File: src/rtl/mcu_bus_pkg.sv
// Shared types and constants for the MCU parallel-bus bridge.
package mcu_bus_pkg;

  typedef enum logic [2:0] {
    StIdle,
    StAddr,
    StWrite,
    StRdReq,
    StRdDrv
  } bus_state_e;

  localparam int unsigned BASE_DFLT = 32'hA00;
  localparam logic [15:0] DEAD_WORD = 16'hDEAD;
  localparam int unsigned ERR_CNT_W = 8;

endpackage

File: src/rtl/sync_edge.sv
// Multi-flop synchroniser for one asynchronous strobe with rise/fall pulses on the
// synchronised level.
module sync_edge #(
  parameter int unsigned SYNC_STAGES = 2,
  parameter logic        RESET_VAL   = 1'b1
) (
  input  logic clk_i,
  input  logic rst_i,
  input  logic d_i,
  output logic q_o,
  output logic rise_o,
  output logic fall_o
);

  logic [SYNC_STAGES-1:0] sync_q, sync_d;
  logic                   prev_q, prev_d;

  always_comb begin
    sync_d = {sync_q[SYNC_STAGES-2:0], d_i};
    prev_d = sync_q[SYNC_STAGES-1];
  end

  // Reset to the idle level so leaving reset never fakes an edge.
  always_ff @(posedge clk_i) begin
    if (rst_i) begin
      sync_q <= {SYNC_STAGES{RESET_VAL}};
      prev_q <= RESET_VAL;
    end else begin
      sync_q <= sync_d;
      prev_q <= prev_d;
    end
  end

  assign q_o    = sync_q[SYNC_STAGES-1];
  assign rise_o = q_o & ~prev_q;
  assign fall_o = ~q_o & prev_q;

endmodule

File: src/rtl/mcu_bus_bridge.sv
// MCU multiplexed-bus bridge: address latch/decode, channel write strobes and read requests,
// AD read-back drive. Define DECODE_ERR_EN to add dec_err_cnt and the 16'hDEAD invalid-read word.
module mcu_bus_bridge
  import mcu_bus_pkg::*;
#(
  parameter int unsigned NUM_CH      = 3,
  parameter int unsigned CH_W        = 3,
  parameter int unsigned REG_W       = 4,
  parameter int unsigned ADDR_W      = 19,
  parameter int unsigned BASE        = BASE_DFLT,
  parameter int unsigned SYNC_STAGES = 2
) (
  input  logic                 int_clk,
  input  logic                 rst,
  input  logic                 nadv,
  input  logic                 nwe,
  input  logic                 noe,
  input  logic [15:0]          ad_in,
  input  logic [ADDR_W-17:0]   a_hi,
  output logic [15:0]          ad_out,
  output logic                 ad_oe,
  output logic [NUM_CH-1:0]    wr_en,
  output logic [NUM_CH-1:0]    rd_req,
  output logic [REG_W-1:0]     reg_addr,
  output logic [15:0]          wr_data,
  input  logic [NUM_CH*16-1:0] rd_data,
  output logic                 done_tgl
`ifdef DECODE_ERR_EN
  ,
  output logic [ERR_CNT_W-1:0] dec_err_cnt
`endif
);

  localparam int unsigned BASE_W = ADDR_W - CH_W - REG_W;
  localparam logic [BASE_W-1:0] BASE_V = BASE_W'(BASE);
`ifdef DECODE_ERR_EN
  localparam logic [15:0] INVALID_WORD = DEAD_WORD;
`else
  localparam logic [15:0] INVALID_WORD = 16'h0000;
`endif

  logic nadv_s, nadv_rise, nadv_fall;
  logic nwe_s, nwe_rise, nwe_fall;
  logic noe_s, noe_rise, noe_fall;

  sync_edge #(.SYNC_STAGES(SYNC_STAGES), .RESET_VAL(1'b1)) u_sync_nadv (
    .clk_i  (int_clk),
    .rst_i  (rst),
    .d_i    (nadv),
    .q_o    (nadv_s),
    .rise_o (nadv_rise),
    .fall_o (nadv_fall)
  );

  sync_edge #(.SYNC_STAGES(SYNC_STAGES), .RESET_VAL(1'b1)) u_sync_nwe (
    .clk_i  (int_clk),
    .rst_i  (rst),
    .d_i    (nwe),
    .q_o    (nwe_s),
    .rise_o (nwe_rise),
    .fall_o (nwe_fall)
  );

  sync_edge #(.SYNC_STAGES(SYNC_STAGES), .RESET_VAL(1'b1)) u_sync_noe (
    .clk_i  (int_clk),
    .rst_i  (rst),
    .d_i    (noe),
    .q_o    (noe_s),
    .rise_o (noe_rise),
    .fall_o (noe_fall)
  );

  // Only the rising edge of NADV matters; its level and falling edge are deliberately ignored.
  logic unused_nadv;
  assign unused_nadv = nadv_s ^ nadv_fall;

  // Bus pipeline of the same depth as the strobe synchronisers, so the last stage lines up
  // with the edge pulses.
  logic [ADDR_W-1:0] ad_pipe_q [SYNC_STAGES];
  logic [ADDR_W-1:0] ad_pipe_d [SYNC_STAGES];
  logic [ADDR_W-1:0] bus_s;

  always_comb begin
    ad_pipe_d[0] = {a_hi, ad_in};
    for (int unsigned i = 1; i < SYNC_STAGES; i++) begin
      ad_pipe_d[i] = ad_pipe_q[i-1];
    end
  end

  always_ff @(posedge int_clk) begin
    if (rst) begin
      for (int unsigned i = 0; i < SYNC_STAGES; i++) begin
        ad_pipe_q[i] <= '0;
      end
    end else begin
      ad_pipe_q <= ad_pipe_d;
    end
  end

  assign bus_s = ad_pipe_q[SYNC_STAGES-1];

  bus_state_e        state_q, state_d;
  logic [ADDR_W-1:0] addr_q, addr_d;
  logic [15:0]       wdata_q, wdata_d;
  logic [NUM_CH-1:0] wr_en_q, wr_en_d;
  logic [NUM_CH-1:0] rd_req_q, rd_req_d;
  logic [15:0]       ad_out_q, ad_out_d;
  logic              ad_oe_q, ad_oe_d;
  logic              done_q, done_d;
  logic              acc_start;

  // Decode of the latched address.
  logic [CH_W-1:0]   ch_fld;
  logic              addr_valid;
  logic [NUM_CH-1:0] ch_oh;
  logic [15:0]       rd_sel;

  always_comb begin
    ch_fld     = addr_q[REG_W+CH_W-1:REG_W];
    addr_valid = (addr_q[ADDR_W-1:CH_W+REG_W] == BASE_V) && (ch_fld != '0) &&
                 (32'(ch_fld) <= NUM_CH);
    ch_oh  = '0;
    rd_sel = INVALID_WORD;
    for (int unsigned i = 0; i < NUM_CH; i++) begin
      if (addr_valid && (32'(ch_fld) == i + 1)) begin
        ch_oh[i] = 1'b1;
        rd_sel   = rd_data[16*i +: 16];
      end
    end
  end

  always_comb begin
    state_d   = state_q;
    addr_d    = addr_q;
    wdata_d   = wdata_q;
    wr_en_d   = '0;
    rd_req_d  = '0;
    ad_out_d  = ad_out_q;
    ad_oe_d   = ad_oe_q;
    done_d    = done_q;
    acc_start = 1'b0;

    if (nadv_rise) begin
      // A new address always wins and abandons whatever access was in flight.
      addr_d   = bus_s;
      state_d  = StAddr;
      ad_oe_d  = 1'b0;
      ad_out_d = '0;
    end else begin
      unique case (state_q)
        StIdle: ;
        StAddr: begin
          if (!nwe_s && !noe_s) begin
            state_d = StIdle;
          end else if (nwe_fall) begin
            wdata_d   = bus_s[15:0];
            acc_start = 1'b1;
            state_d   = StWrite;
          end else if (noe_fall) begin
            rd_req_d  = ch_oh;
            acc_start = 1'b1;
            state_d   = StRdReq;
          end
        end
        StWrite: begin
          if (!nwe_s && !noe_s) begin
            state_d = StIdle;
          end else if (nwe_rise) begin
            wr_en_d = ch_oh;
            done_d  = done_q ^ addr_valid;
            state_d = StIdle;
          end
        end
        StRdReq: begin
          if (!nwe_s && !noe_s) begin
            state_d = StIdle;
          end else begin
            ad_out_d = rd_sel;
            ad_oe_d  = 1'b1;
            state_d  = StRdDrv;
          end
        end
        StRdDrv: begin
          if (!nwe_s && !noe_s) begin
            ad_oe_d  = 1'b0;
            ad_out_d = '0;
            state_d  = StIdle;
          end else if (noe_rise) begin
            ad_oe_d  = 1'b0;
            ad_out_d = '0;
            done_d   = done_q ^ addr_valid;
            state_d  = StIdle;
          end
        end
        default: state_d = StIdle;
      endcase
    end
  end

  always_ff @(posedge int_clk) begin
    if (rst) begin
      state_q  <= StIdle;
      addr_q   <= '0;
      wdata_q  <= '0;
      wr_en_q  <= '0;
      rd_req_q <= '0;
      ad_out_q <= '0;
      ad_oe_q  <= 1'b0;
      done_q   <= 1'b0;
    end else begin
      state_q  <= state_d;
      addr_q   <= addr_d;
      wdata_q  <= wdata_d;
      wr_en_q  <= wr_en_d;
      rd_req_q <= rd_req_d;
      ad_out_q <= ad_out_d;
      ad_oe_q  <= ad_oe_d;
      done_q   <= done_d;
    end
  end

`ifdef DECODE_ERR_EN
  logic [ERR_CNT_W-1:0] err_cnt_q, err_cnt_d;

  always_comb begin
    err_cnt_d = err_cnt_q;
    if (acc_start && !addr_valid && (err_cnt_q != {ERR_CNT_W{1'b1}})) begin
      err_cnt_d = err_cnt_q + 1'b1;
    end
  end

  always_ff @(posedge int_clk) begin
    if (rst) begin
      err_cnt_q <= '0;
    end else begin
      err_cnt_q <= err_cnt_d;
    end
  end

  assign dec_err_cnt = err_cnt_q;
`else
  logic unused_acc;
  assign unused_acc = acc_start;
`endif

  assign ad_out   = ad_out_q;
  assign ad_oe    = ad_oe_q;
  assign wr_en    = wr_en_q;
  assign rd_req   = rd_req_q;
  assign reg_addr = addr_q[REG_W-1:0];
  assign wr_data  = wdata_q;
  assign done_tgl = done_q;

endmodule

File: config.mk
export PLATFORM = sky130hd
export DESIGN_NAME = mcu_bus_bridge
export DESIGN_NICKNAME = d
export VERILOG_FILES = /design/src/rtl/mcu_bus_pkg.sv /design/src/rtl/sync_edge.sv /design/src/rtl/mcu_bus_bridge.sv
export SDC_FILE = /design/constraint.sdc
export NUM_CORES = 1
export LEC_CHECK = 0
export CAP_MARGIN = 20
export CORE_UTILIZATION = 42
export CTS_CLUSTER_DIAMETER = 30
export DETAILED_ROUTE_END_ITERATION = 12
export GPL_ROUTABILITY_DRIVEN = 0
export PLACE_DENSITY = 0.82
export SYNTH_ARGS = -nofsm -noshare
export SYNTH_HDL_FRONTEND = slang
export SYNTH_HIERARCHICAL = 1
export SYNTH_SLANG_ARGS = --single-unit
File: constraint.sdc
create_clock -name int_clk -period 1.8 [get_ports int_clk]
set_clock_uncertainty 0.2 [all_clocks]
set_input_delay 0.45 -clock int_clk [delete_from_list [all_inputs] [get_ports int_clk]]
set_output_delay 0.45 -clock int_clk [all_outputs]
set_load 0.005 [all_outputs]
==> results of run 1 <==
what timing repair did:
action | CTS | global route
endpoints found under the setup margin | 61 | 17
resized for setup | 83 | 4
hold buffers | 0 | 0
pin swaps | 4 | 0
buffers inserted | 9 | 0
state kept, by name, summed over array words and instances, names as in the netlist, 2 cells and up:
name                cells
ad_out                 16
ad_pipe_d              19
addr_q                 19
bus_s                  19
rd_req                  3
state_q                 3
u_sync_nadv/sync_q      2
u_sync_noe/sync_q       2
u_sync_nwe/sync_q       2
wr_data                16
wr_en                   3
area by class of cell:
class	count	area share, %
clock buffers	10	2.48
clock inverters	6	1.40
inverters	1	0.0678
multi-input cells	222	30.0
flip-flops and latches	109	40.2
well taps	111	2.51
repair buffers	135	23.3
power by group through the flow:
| stage | registers [mW] | logic [mW] | clock network (mW) |
|---|---|---|---|
| 2_1_floorplan | 2.53 | 0.122 | 0 |
| 3_3_place_gp | 2.54 | 0.297 | 0 |
| 3_5_place_dp | 2.54 | 0.303 | 0 |
| 4_1_cts | 2.48 | 0.304 | 1.58 |
| 5_1_grt | 2.49 | 0.327 | 1.69 |
| 6_report | 2.48 | 0.302 | 1.55 |
metrics by stage:
stage	hold slack, ns	TNS, ns	setup slack, ns
after floorplan	0.183	0	0.0918
after global placement	0.195	-0.186	-0.0660
after detailed placement	0.193	-0.483	-0.117
after CTS	0.226	0	0.0120
after global routing	0.228	-0.0859	-0.0584
final	0.220	0	0.0382
worst max path at each step:
stage                                       start                endpoint  slack (ns)  cells after the start
final                     addr_q[10]$_SDFFE_PP0P_   done_tgl$_SDFFE_PP0P_        0.04                      4
after global routing      addr_q[10]$_SDFFE_PP0P_   done_tgl$_SDFFE_PP0P_       -0.06                      4
after CTS                 addr_q[17]$_SDFFE_PP0P_   done_tgl$_SDFFE_PP0P_        0.01                      4
after detailed placement  addr_q[14]$_SDFFE_PP0P_   done_tgl$_SDFFE_PP0P_       -0.12                      4
after global placement    addr_q[14]$_SDFFE_PP0P_   done_tgl$_SDFFE_PP0P_       -0.07                      4
after floorplan            addr_q[5]$_SDFFE_PP0P_  ad_out[1]$_SDFFE_PP0P_        0.09                      4
metal layers:
layer	vias up	part of all wire, %	global-route usage (%)
li1	1460	-	-
met1	1357	44	19.5
met2	97	48	29.5
met3	17	6.3	4.29
met4	0	2.2	8.14
met5	-	0	0
==> flow_metrics.py, run 1 <==
metrics = {
    "finish": {
        "stdcell_count": 594,
        "fin_area_mm2": 0.00554,
        "area_delta_synth_final_pct": 39.8,
        "final_common_cell": "dfxtp_1",
        "fillCellCount": 780,
        "regArea_mm2": 0.00223,
        "final_core_utilization_pct": 60.2,
        "antenna_cells": 0,
        "nets": 550,
        "layout_common_cells": "dfxtp_1 (72), clkdlybuf4s50_1 (70), nor2_1 (49), dlygate4sd2_1 (44), nor2b_1 (40)",
        "layout-drive-gt1-share_pct": 23.0,
        "multiInputGateArea_mm2": 0.00166,
    },
    "global_routing": {
        "grt_pass1_vias": 2893,
        "grtUsageTotal_pct": 17.0,
        "antenna_found_initial": 0,
        "grt_overflow": 0,
        "grt_start_max_net_pins": 86,
        "grt_pass1_wl_um": 13100,
    },
    "place": {
        "place_area_mm2": 0.00523,
        "dpl.hpwl_um": 5770,
        "place_inst": 569,
        "io_buffers": 115,
    },
    "power_and_ir_drop": {
        "power.share.clock_pct": 35.7,
        "p_leak_nw": 2.42,
        "power_frac_comb_pct": 7.0,
        "power.total_mw": 4.33,
        "p_int_mw": 3.38,
        "switchingPower_mw": 0.955,
        "power_density_mw_per_mm2": 782,
        "seq_power_share_pct": 57.3,
        "power_switching_share_pct": 22.0,
        "max-vdd-ir-drop_v": 0.000470,
    },
    "sta": {
        "period_share_pct": 97.9,
        "rsz0062_at_grt": "true",
        "fmax_ghz": 0.568,
        "slew_headroom_pct": 56.6,
        "worst_pin_slew_ns": 0.648,
        "finalMaxSlewViolations": 0,
        "min_period_ns": 1.76,
        "finalHoldViolCount": 0,
        "finalSetupViolCount": 0,
    },
    "floorplanning": {
        "io_pins": 116,
        "initial_core_util_pct": 43.1,
        "die-area_mm2": 0.00982,
        "fp.dieH_um": 99.1,
        "die_w_um": 99.1,
        "row_count": 35,
        "core_mm2": 0.00920,
    },
    "critical_path": {
        "slowest_stage": "or4_1",
        "critical-path-max-stage-delay_ns": 0.50,
        "crit_buf_inv": 0,
        "cp_cell_sequence": "nor4_4 -> o2111ai_2 -> or4_1 -> a21oi_1",
        "crit_type": "reg -> reg",
        "r2r-start": "addr_q[10]$_SDFFE_PP0P_",
        "endpoint_kind": "flop",
        "crit_fanout": 3,
        "critical_path_required_ns": 1.90,
        "rrSetupSlack_ns": 0.04,
        "worstReg2RegEnd": "done_tgl$_SDFFE_PP0P_",
        "r2r_cells": 4,
        "cpLargestDelayFamily": "simple AND/OR/NAND/NOR gates",
        "arrival_ns": 1.86,
        "cp-start-kind": "flop",
    },
    "hold_path": {
        "hp-class": "reg -> reg",
        "min_from": "u_sync_nadv/sync_q[0]$_SDFF_PP1_",
        "hold_path_depth": 1,
        "min_to": "u_sync_nadv/sync_q[1]$_SDFF_PP1_",
    },
    "route": {
        "drt-pass1-iter-count": 4,
        "drc": 0,
        "drtIter0Drc": 64,
        "vias_per_cell": 4.93,
        "routedWlPerCell_um": 13.9,
        "num_vias": 2931,
        "wl_um": 8250,
        "final_antenna_net_count": 0,
    },
    "clock_tree": {
        "clk_path_buf_depth": 2,
        "cts_max_level": 3,
        "cts_root_buf": "clkbuf_8",
        "tritoncts": "built",
        "numCtsBuffers": 9,
        "cts.sinks": 109,
        "clk_latency_ns": 0.36,
        "path_clk_slew_ns": 0.10,
    },
    "status": {
        "status": "completed",
    },
    "synth": {
        "avgSynthCellArea_um2": 11.0,
        "syn_nets": 431,
        "synthCells": 359,
        "ys_warn_count": 6,
        "syn_area_mm2": 0.00396,
    },
    "flow_run": {
        "cap_violations": 0,
    },
}
Note: power is estimated with default switching activity, not from simulation.
==> run 2: changes to the inputs <==
Settings changed: ABC_AREA from default to 1, CORE_UTILIZATION 42 to 43.
==> flow_metrics.py, run 2 <==
metrics = {
    "hold_path": {
        "min_to": "bus_s[14]$_SDFF_PP0_",
        "hp-class": "reg -> reg",
        "hold_path_depth": 2,
        "min_from": "ad_pipe_d[14]$_SDFF_PP0_",
    },
    "place": {
        "dpl.hpwl_um": 7130,
        "io_buffers": 115,
        "place_area_mm2": 0.00553,
    },
    "route": {
        "num_vias": 3802,
        "routedWlPerCell_um": 13.0,
        "final_antenna_net_count": 0,
        "drtIter0Drc": 87,
        "vias_per_cell": 4.77,
        "drt-pass1-iter-count": 4,
        "wl_um": 10300,
        "drc": 0,
    },
    "synth": {
        "ys_warn_count": 6,
        "avgSynthCellArea_um2": 7.79,
        "syn_area_mm2": 0.00425,
        "synthCells": 545,
        "syn_nets": 617,
    },
    "sta": {
        "finalMaxSlewViolations": 0,
        "period_share_pct": 98.0,
        "min_period_ns": 1.76,
        "fmax_ghz": 0.567,
        "setup_tns_ns": 0,
        "rsz0062_at_grt": "true",
        "finalSetupViolCount": 0,
        "slew_headroom_pct": 77.0,
        "worst_pin_slew_ns": 0.343,
        "finalHoldViolCount": 0,
    },
    "flow_run": {
        "cap_violations": 0,
    },
    "floorplanning": {
        "die-area_mm2": 0.0103,
        "core_mm2": 0.00942,
        "initial_core_util_pct": 45.1,
        "die_w_um": 101,
        "fp.dieH_um": 101,
        "row_count": 35,
        "io_pins": 116,
    },
    "global_routing": {
        "antenna_found_initial": 0,
        "grt_pass1_vias": 3753,
        "grtUsageTotal_pct": 20.2,
        "grt_pass1_wl_um": 16500,
        "grt_overflow": 0,
        "grt_start_max_net_pins": 39,
    },
    "clock_tree": {
        "cts_max_level": 3,
        "tritoncts": "built",
        "clk_path_buf_depth": 2,
        "numCtsBuffers": 9,
        "clk_latency_ns": 0.36,
        "cts_root_buf": "clkbuf_8",
        "path_clk_slew_ns": 0.11,
        "cts.sinks": 109,
    },
    "critical_path": {
        "cp-start-kind": "flop",
        "arrival_ns": 1.83,
        "slowest_stage": "nand4_2",
        "crit_type": "reg -> reg",
        "startpoint": "addr_q[17]$_SDFFE_PP0P_",
        "crit_fanout": 8,
        "cp_cell_sequence": "inv_1 -> nand3_1 -> nor2_4 -> nand4_2 -> nor2_1 -> nor2_1 -> nand2_1 -> a21oi_2",
        "cp_common_cell": "nor2_1",
        "critical_path_required_ns": 1.86,
        "rrSetupSlack_ns": 0.04,
        "critical-path-max-stage-delay_ns": 0.32,
        "r2r-start": "addr_q[17]$_SDFFE_PP0P_",
        "r2r_cells": 8,
        "endpoint_kind": "flop",
        "worstReg2RegEnd": "ad_out[3]$_SDFFE_PP0P_",
    },
    "power_and_ir_drop": {
        "max-vdd-ir-drop_v": 0.000469,
        "power_density_mw_per_mm2": 738,
        "p_leak_nw": 2.74,
        "power.total_mw": 4.26,
    },
    "finish": {
        "final_core_utilization_pct": 61.3,
        "layout-drive-gt1-share_pct": 14.4,
        "antenna_cells": 0,
        "fin_area_mm2": 0.00577,
        "layout_common_cells": "nor2_1 (155), dfxtp_1 (79), clkdlybuf4s50_1 (71), inv_1 (64), nand2_1 (64)",
        "final_common_cell": "nor2_1",
        "nets": 735,
        "area_delta_synth_final_pct": 35.9,
    },
    "status": {
        "status": "completed",
    },
}
run 2: changes by cell type in the layout (fill, tap and decap cells not counted), sizes merged, moves of 35 or more:
cell   change
nor2     +113
nand2     +68
inv       +66
nor2b     -42
o21ai     +37
mux2i     -35
run 2: layout make-up:
cell class | instances | area [µm²]
repair buffers | 134 | 1270
multi-input cells | 340 | 1660
flip-flops and latches | 109 | 2220
inverters | 69 | 267
well taps | 129 | 161
clock buffers | 9 | 124
fillers | 876 | 3640
clock inverters | 7 | 68.8
run 2: power breakdown:
part / total [mW] / switching (mW) / internal [mW]
logic: 0.368 / 0.163 / 0.204
registers: 2.50 / 0.0267 / 2.47
clock network: 1.39 / 0.857 / 0.534
total: 4.26 / 1.05 / 3.21
run 2: timing repair:
| item | CTS | global route |
|---|---|---|
| gates resized for setup | 74 | 7 |
| pin swaps | 0 | 1 |
| buffers inserted | 2 | 1 |
| setup endpoints to repair | 44 | 19 |
| gates cloned | 0 | 2 |
| hold buffers | 0 | 0 |
run 2: how the worst max path moves through the flow:
| stage | to | slack, ns | cells after the start |
|---|---|---|---|
| after floorplan | ad_out[0]$_SDFFE_PP0P_ | 0.21 | 11 |
| after global placement | rd_req[0]$_SDFF_PP0_ | 0.03 | 5 |
| after detailed placement | rd_req[0]$_SDFF_PP0_ | -0.03 | 5 |
| after CTS | ad_out[8]$_SDFFE_PP0P_ | 0.09 | 7 |
| after global routing | ad_out[1]$_SDFFE_PP0P_ | -0.03 | 8 |
| final | ad_out[3]$_SDFFE_PP0P_ | 0.04 | 8 |
run 2: routing by layer:
| metal | part of all wire (%) | track usage [%] |
|---|---|---|
| met1 | 44 | 23.6 |
| met2 | 49 | 36.9 |
| met3 | 6.8 | 4.55 |
| met4 | 0.89 | 6.02 |
| met5 | 0 | 0 |
run 2: metrics by stage:
stage	std cells	hold slack [ns]	setup WS, ns
after floorplan	545	0.187	0.213
after global placement	776	0.191	0.0340
after detailed placement	776	0.193	-0.0292
after CTS	794	0.207	0.0920
after global routing	797	0.226	-0.0297
final	797	0.208	0.0359
run 2: worst max-delay path: cells and delay by family (launching register included):
kind / cells / cell delay [ns]
buffers and inverters: 1 / 0.07
AO/OA/AOI/OAI: 1 / 0.05
AND/OR/NAND/NOR: 6 / 1.03
flip-flops: 1 / 0.31
==> run 3: changes to the inputs <==
Settings changed: CTS_CLUSTER_DIAMETER 30 to 80.
==> results of run 3 <==
No change in the layout: final DEF, timing and power equal those of run 2.
